File: src/rtl/ascon_word_loader.sv
// Collects a 12-word key/nonce/AD/plaintext stream into the parallel Ascon-128 input buses.
// A complete frame is held for the core; a stalled partial frame is dropped after IDLE_TIMEOUT idle cycles.
module ascon_word_loader #(
  parameter int IDLE_TIMEOUT = 64
) (
  input  logic          CLK,
  input  logic          RST,
  input  logic [31:0]   in_data,
  input  logic          in_valid,
  output logic          in_ready,
  input  logic          core_done,
  output logic [127:0]  SK,
  output logic [127:0]  N,
  output logic [63:0]   A,
  output logic [63:0]   P,
  output logic          frame_valid,
  output logic          start,
  output logic          err_timeout
);

  localparam logic [1:0] S_IDLE = 2'd0;
  localparam logic [1:0] S_FILL = 2'd1;
  localparam logic [1:0] S_FULL = 2'd2;

  localparam logic [15:0] TIMEOUT_LIM = 16'(IDLE_TIMEOUT);

  logic [1:0]  state;
  logic [3:0]  wi;
  logic [15:0] idle_cnt;
  logic [15:0] idle_cnt_inc;
  logic        accept;
  logic        timeout_hit;

  assign accept       = in_valid & in_ready;
  assign idle_cnt_inc = (idle_cnt == 16'hFFFF) ? idle_cnt : idle_cnt + 16'd1;
  // The timeout decision looks at the count this idle cycle would produce, so an
  // accept arriving on that same cycle takes priority.
  assign timeout_hit  = (TIMEOUT_LIM != 16'd0) && (idle_cnt_inc >= TIMEOUT_LIM);

  always_ff @(posedge CLK) begin
    if (!RST) begin
      state       <= S_IDLE;
      wi          <= 4'd0;
      idle_cnt    <= 16'd0;
      SK          <= '0;
      N           <= '0;
      A           <= '0;
      P           <= '0;
      in_ready    <= 1'b0;
      frame_valid <= 1'b0;
      start       <= 1'b0;
      err_timeout <= 1'b0;
    end else begin
      start       <= 1'b0;
      err_timeout <= 1'b0;
      case (state)
        S_IDLE, S_FILL: begin
          in_ready <= 1'b1;
          if (accept) begin
            case (wi)
              4'd0:    SK[127:96] <= in_data;
              4'd1:    SK[95:64]  <= in_data;
              4'd2:    SK[63:32]  <= in_data;
              4'd3:    SK[31:0]   <= in_data;
              4'd4:    N[127:96]  <= in_data;
              4'd5:    N[95:64]   <= in_data;
              4'd6:    N[63:32]   <= in_data;
              4'd7:    N[31:0]    <= in_data;
              4'd8:    A[63:32]   <= in_data;
              4'd9:    A[31:0]    <= in_data;
              4'd10:   P[63:32]   <= in_data;
              4'd11:   P[31:0]    <= in_data;
              default: ;
            endcase
            idle_cnt <= 16'd0;
            if (wi == 4'd11) begin
              state       <= S_FULL;
              wi          <= 4'd0;
              in_ready    <= 1'b0;
              frame_valid <= 1'b1;
              start       <= 1'b1;
            end else begin
              state <= S_FILL;
              wi    <= wi + 4'd1;
            end
          end else if (state == S_FILL) begin
            if (timeout_hit) begin
              state       <= S_IDLE;
              wi          <= 4'd0;
              idle_cnt    <= 16'd0;
              err_timeout <= 1'b1;
            end else begin
              idle_cnt <= idle_cnt_inc;
            end
          end
        end
        S_FULL: begin
          if (core_done) begin
            state       <= S_IDLE;
            in_ready    <= 1'b1;
            frame_valid <= 1'b0;
          end
        end
        default: begin
          state       <= S_IDLE;
          wi          <= 4'd0;
          idle_cnt    <= 16'd0;
          in_ready    <= 1'b1;
          frame_valid <= 1'b0;
        end
      endcase
    end
  end

endmodule
File: config.mk
export PLATFORM = sky130hd
export DESIGN_NAME = ascon_word_loader
export DESIGN_NICKNAME = d
export VERILOG_FILES = /design/src/rtl/ascon_word_loader.sv
export SDC_FILE = /design/constraint.sdc
export NUM_CORES = 1
export LEC_CHECK = 0
export CAP_MARGIN = 20
export CORE_MARGIN = 5
export CORE_UTILIZATION = 30
export CTS_BUF_LIST = sky130_fd_sc_hd__clkbuf_4 sky130_fd_sc_hd__clkbuf_8 sky130_fd_sc_hd__clkbuf_16
export CTS_CLUSTER_SIZE = 24
export DETAILED_ROUTE_END_ITERATION = 6
export GPL_ROUTABILITY_DRIVEN = 0
export REMOVE_ABC_BUFFERS = 1
export SLEW_MARGIN = 20
export SYNTH_ARGS = -nofsm -noshare
export SYNTH_HDL_FRONTEND = slang
export SYNTH_SLANG_ARGS = --single-unit
export TNS_END_PERCENT = 20
File: constraint.sdc
create_clock -name CLK -period 2.2 [get_ports CLK]
set_clock_uncertainty 0.15 [all_clocks]
set_input_delay 0.44 -clock CLK [delete_from_list [all_inputs] [get_ports CLK]]
set_output_delay 0.44 -clock CLK [all_outputs]
set_load 0.02 [all_outputs]
After elaboration in Yosys (flattened, before gate mapping). Cells that the tools add are included.

Output and inout port bits: 388. Flip-flop bits (word level): 410. Word-level logic and storage cells: 93. Input bits: 36.

Magnitude comparators: 1. Bitwise operators: 5. Equality and inequality tests: 19. $add $sub $neg: 2. Reductions and logical operators: 21. Mux-type cells: 26.

Operator list (count): $mux 16 (4); $reduce_and 3->1 (16); $pmux 16 s2 (1); $add 16x1->16 const B (1); $eq 16x16->1 const B (1); $eq 4x3->1 const B (4); $eq 4x4->1 const B (4); $ge 16x7->1 const B (1); $mux 4 (4); $mux 2 (5); $eq 4x2->1 const B (2); $mux 1 (8); $pmux 4 s2 (1); $ne 2x2->1 const B (3); $ne 3x3->1 const B (2); $add 4x1->4 const B (1); $eq 4x1->1 const B (1); $logic_not 4->1 (1); $not 1->1 (4); $pmux 1 s2 (2); $pmux 2 s2 (1); $reduce_or 4->1 (1); $eq 2x1->1 const B (1); $eq 2x2->1 const B (1); other kinds (4) (4).

Longest topological paths before layout.
Depth after elaboration: 7. Gate-level depth with buffers: 8. Depth with buffers taken out: 7.

Least setup slack after synthesis. Ideal clock, no wire load.

Path kind: reg-to-reg. From: reg idle_cnt[0]. To: reg wi[0]. Path buffers: 1. Library setup time: 0.076 ns. Arrival: 2.019 ns. Required time: 1.974 ns. Clock period less this slack: 2.244 ns. Slack: -0.044 ns. Stages on the path, launching flop included: 9. Path through: dfxtp_1 ha_1 nand3_1 nor3_1 mux2i_1 nand4_1 or4b_1 buf_6 o22ai_2.

Word-level cells in the longest chain between the ends: 5. Elaborated cells on any way between the ends: 6. Classes of those cells: add/sub: 1; order compare: 1; eq/ne: 2; mux: 1; reduce/logical: 1.

Ends and longest elaborated chain: start, declared (line 29) `logic [15:0] idle_cnt;`; start signal, assigned (line 93) `idle_cnt <= idle_cnt_inc;`; $add 16x1->16 or $eq 16x16->1 (tied branches) (line 35) `assign idle_cnt_inc = (idle_cnt == 16'hFFFF) ? idle_cnt : idle_cnt + 16'd1;`; $mux 16 * (line 35); $ge 16x7->1 * (line 38) `assign timeout_hit = (TIMEOUT_LIM != 16'd0) && (idle_cnt_inc >= TIMEOUT_LIM);`; $ne 3x3->1 (no source line) *; $reduce_and 3->1 (no source line) *; end signal, assigned (line 84) `wi <= wi + 4'd1;`; end, declared (line 28) `logic [3:0] wi;`.

Mark *: on every way between the ends. The rest lies on a longest branch, timed or not. A chain may end at the register's enable or synchronous reset.

Final worst setup path.
From: reg idle_cnt[1]. To: reg wi[1].

Same word-level chain as after synthesis.

==> flow_metrics.py <==
metrics = {
    "die": {
        "dieHeight_um": 230,
        "design.die.area_mm2": 0.0531,
        "die_w_um": 230,
        "rows": 80,
        "io-pin-count": 424,
        "initial_core_util_pct": 30.4,
        "core_area_mm2": 0.0479,
    },
    "detailed_routing": {
        "drc_errors": 0,
        "wl_um": 59100,
        "antenna_left": 0,
        "dr.pass1.iters": 5,
        "vias": 14100,
        "routedWlPerCell_um": 20.2,
        "post_drt_via_cell_ratio": 4.83,
        "drtIter0Drc": 1197,
    },
    "sta": {
        "rsz0062_at_grt": "yes",
        "fmax_mhz": 445,
        "setup_viol": 10,
        "fin_crit_sh_pct": 102,
        "tightest_slew_ns": 0.606,
        "slew-limit-headroom_pct": 59.5,
        "hold_violations": 0,
        "min_period_ns": 2.25,
        "slew_viol_final": 0,
        "fin_ws_ns": -0.0488,
    },
    "yosys": {
        "yosysTopAreaCell": "dfxtp_1",
        "ys_seq_area_share_pct": 56.3,
        "netlist_top_cells_count": "796 x nand2_1, 410 x dfxtp_1, 395 x a21oi_1",
        "synth_most_common_cell": "nand2_1",
        "yosysUniqueCellTypes": 39,
        "synth-edff-count": 0,
        "synth.avg_cell_area_um2": 7.80,
        "ys_top_cells_by_area": "dfxtp_1 56%, nand2_1 20%, a21oi_1 14%",
        "yosysWarnings": 0,
        "synth-async-reset-ratio_pct": 0,
        "ys_ff_latch": 410,
        "synthesis.instances": 1870,
        "netlist_area_mm2": 0.0146,
        "post-synth-top-area-fraction_pct": 56.3,
        "synth-main-ff-cell": "dfxtp_1",
    },
    "final_layout": {
        "drive_gt1_share_pct": 10.1,
        "finish.utilization_pct": 46.3,
        "area_delta_synth_final_pct": 52.1,
        "nNetsFinal": 2318,
        "insertedDiodeCount": 0,
    },
    "clock_tree": {
        "clkTransAtPathRegs_ns": 0.06,
        "numCtsBuffers": 45,
        "clk_latency_ns": 0.55,
        "cts_root_buf": "clkbuf_16",
        "ctsHtreeMaxLevel": 2,
        "clock_sinks": 410,
        "cts_tree": "yes",
        "clockBufferDepth": 3,
    },
    "run_status": {
        "outcome": "finished with violations",
        "violations": "negative setup slack",
    },
    "setup_path": {
        "worst-setup-path-type": "reg -> reg",
        "crit_path_end_kind": "flip-flop",
        "cp.arrival_ns": 2.58,
        "reg2reg_to": "wi[1]$_SDFFE_PN0P_",
        "start_kind": "flip-flop",
        "cp.required_ns": 2.53,
        "crit_fanout": 10,
        "r2r_slack_ns": -0.05,
        "r2r_cells": 8,
        "r2r-start": "idle_cnt[1]$_SDFFE_PN0P_",
    },
    "power": {
        "vdd_ir_drop_max_v": 0.000587,
        "power_density_mw_per_mm2": 766,
        "total_power_uw": 17000,
        "p_leak_uw": 0.00830,
    },
    "flow_run": {
        "drv_cap": 0,
    },
    "place": {
        "port_buffers": 423,
        "hpwl_um": 41000,
    },
    "worst_hold_path": {
        "min_delay_path_depth": 2,
        "min_to": "P[11]$_SDFFE_PN0P_",
        "hold_path_startpoint": "P[11]$_SDFFE_PN0P_",
        "hp-class": "reg -> reg",
    },
    "global_routing": {
        "grt_pass1_vias": 13800,
        "overflow": 0,
        "grt_max_degree": 89,
        "track_usage_pct": 21.2,
        "grt_pass1_wl_um": 86900,
        "antenna_found_initial": 0,
    },
}
[worst max-delay path, stage by stage, from the launching register on]
cell	delay [ns]
dfxtp_2	0.34
buf_4	0.15
nand3_4	0.11
nor4_4	0.07
or4_4	0.42
a22oi_2	0.16
or4b_4	0.49
buf_8	0.17
o22ai_2	0.13
[per-layer routing]
layer	GRT usage (%)	up-vias	wire length, um
met2	34.7	583	27500
met3	5.89	122	5220
met5	0	-	0
met4	8.59	0	2570
met1	26.6	6613	23800
li1	-	6828	-
[cells in the final DEF (no fill, tap or decap), drive strengths merged, types with 4 or more instances in the layout]
| cell type | netlist | layout |
|---|---|---|
| and2 | 13 | 13 |
| xnor2 | 4 | 4 |
| nand3 | 4 | 4 |
| nor2 | 13 | 13 |
| a21oi | 395 | 395 |
| bufinv | 0 | 9 |
| ha | 5 | 5 |
| dlygate4sd2 | 0 | 27 |
| dfxtp | 410 | 410 |
| mux2i | 5 | 5 |
| clkinv | 0 | 6 |
| inv | 5 | 8 |
| o21ai | 7 | 7 |
| clkdlybuf4s50 | 0 | 358 |
| dlymetal6s2s | 0 | 38 |
| buf | 38 | 100 |
| nand2 | 796 | 796 |
| clkbuf | 125 | 61 |
| nor3 | 9 | 9 |
| nand4 | 4 | 4 |
| and3 | 13 | 13 |
[area by class of cell]
class                      count  area (um2)
clock buffer                  61        1300
inverter                       5        26.3
clock inverter                21         349
fill                        4608       25800
multi-input combinational   1292        5810
sequential                   410        8220
timing repair buffer         523        5700
tap                          615         769
[per-stage QoR]
step	setup TNS (ns)	instances	worst slack [ns]	cell area, um2	hold slack (ns)
2_1_floorplan	-1625.39	1707	-4.48	13900	0.317
3_3_place_gp	-66.54	2838	-0.241	20300	0.291
3_5_place_dp	-78.48	2838	-0.292	20300	0.296
4_1_cts	-0.139	2926	-0.0353	22000	0.304
5_1_grt	-1.05	2927	-0.125	22200	0.319
6_report	-0.347	2927	-0.0488	22200	0.300
[kinds of logic (layout without fill, tap and decap cells)]
logic type	Yosys count	in the layout	synth area share, %
AND/OR/NAND/NOR	865	865	23.4
AO/OA/AOI/OAI	410	410	14.4
flip-flops	410	410	56.3
buffers and inverters	168	610	4.69
XOR/XNOR	7	7	0.421
adder cells (fa/ha/maj)	5	5	0.429
multiplexers	5	5	0.343
[worst max-delay path by stage]
stage / start / endpoint / slack, ns
3_3_place_gp: in_valid / P[16]$_SDFFE_PN0P_ / -0.24
3_5_place_dp: in_valid / SK[89]$_SDFFE_PN0P_ / -0.29
6_report: idle_cnt[1]$_SDFFE_PN0P_ / wi[1]$_SDFFE_PN0P_ / -0.05
5_1_grt: idle_cnt[9]$_SDFFE_PN0P_ / wi[1]$_SDFFE_PN0P_ / -0.12
2_1_floorplan: RST / in_ready$_SDFFE_PN0P_ / -4.48
4_1_cts: idle_cnt[9]$_SDFFE_PN0P_ / idle_cnt[0]$_SDFFE_PN0P_ / -0.04
[repair_timing]
action	in CTS	in global routing
pin swaps	4	3
hold buffers	0	0
setup endpoints to repair	37	49
resized for setup	44	46
buffers inserted	6	1
[power by group]
group,internal (uW),switching (uW)
clock,5220,3100
combinational,404,678
sequential,7520,66.4
total,13100,3850
[registers in the layout, indices dropped and copies added (netlist names)]
| name | cells |
|---|---|
| A | 64 |
| in_ready | 1 |
| P | 64 |
| wi | 4 |
| state | 2 |
| err_timeout | 1 |
| frame_valid | 1 |
| idle_cnt | 16 |
| start | 1 |
| SK | 128 |
| N | 128 |
Power figures use the tool's default switching activity.
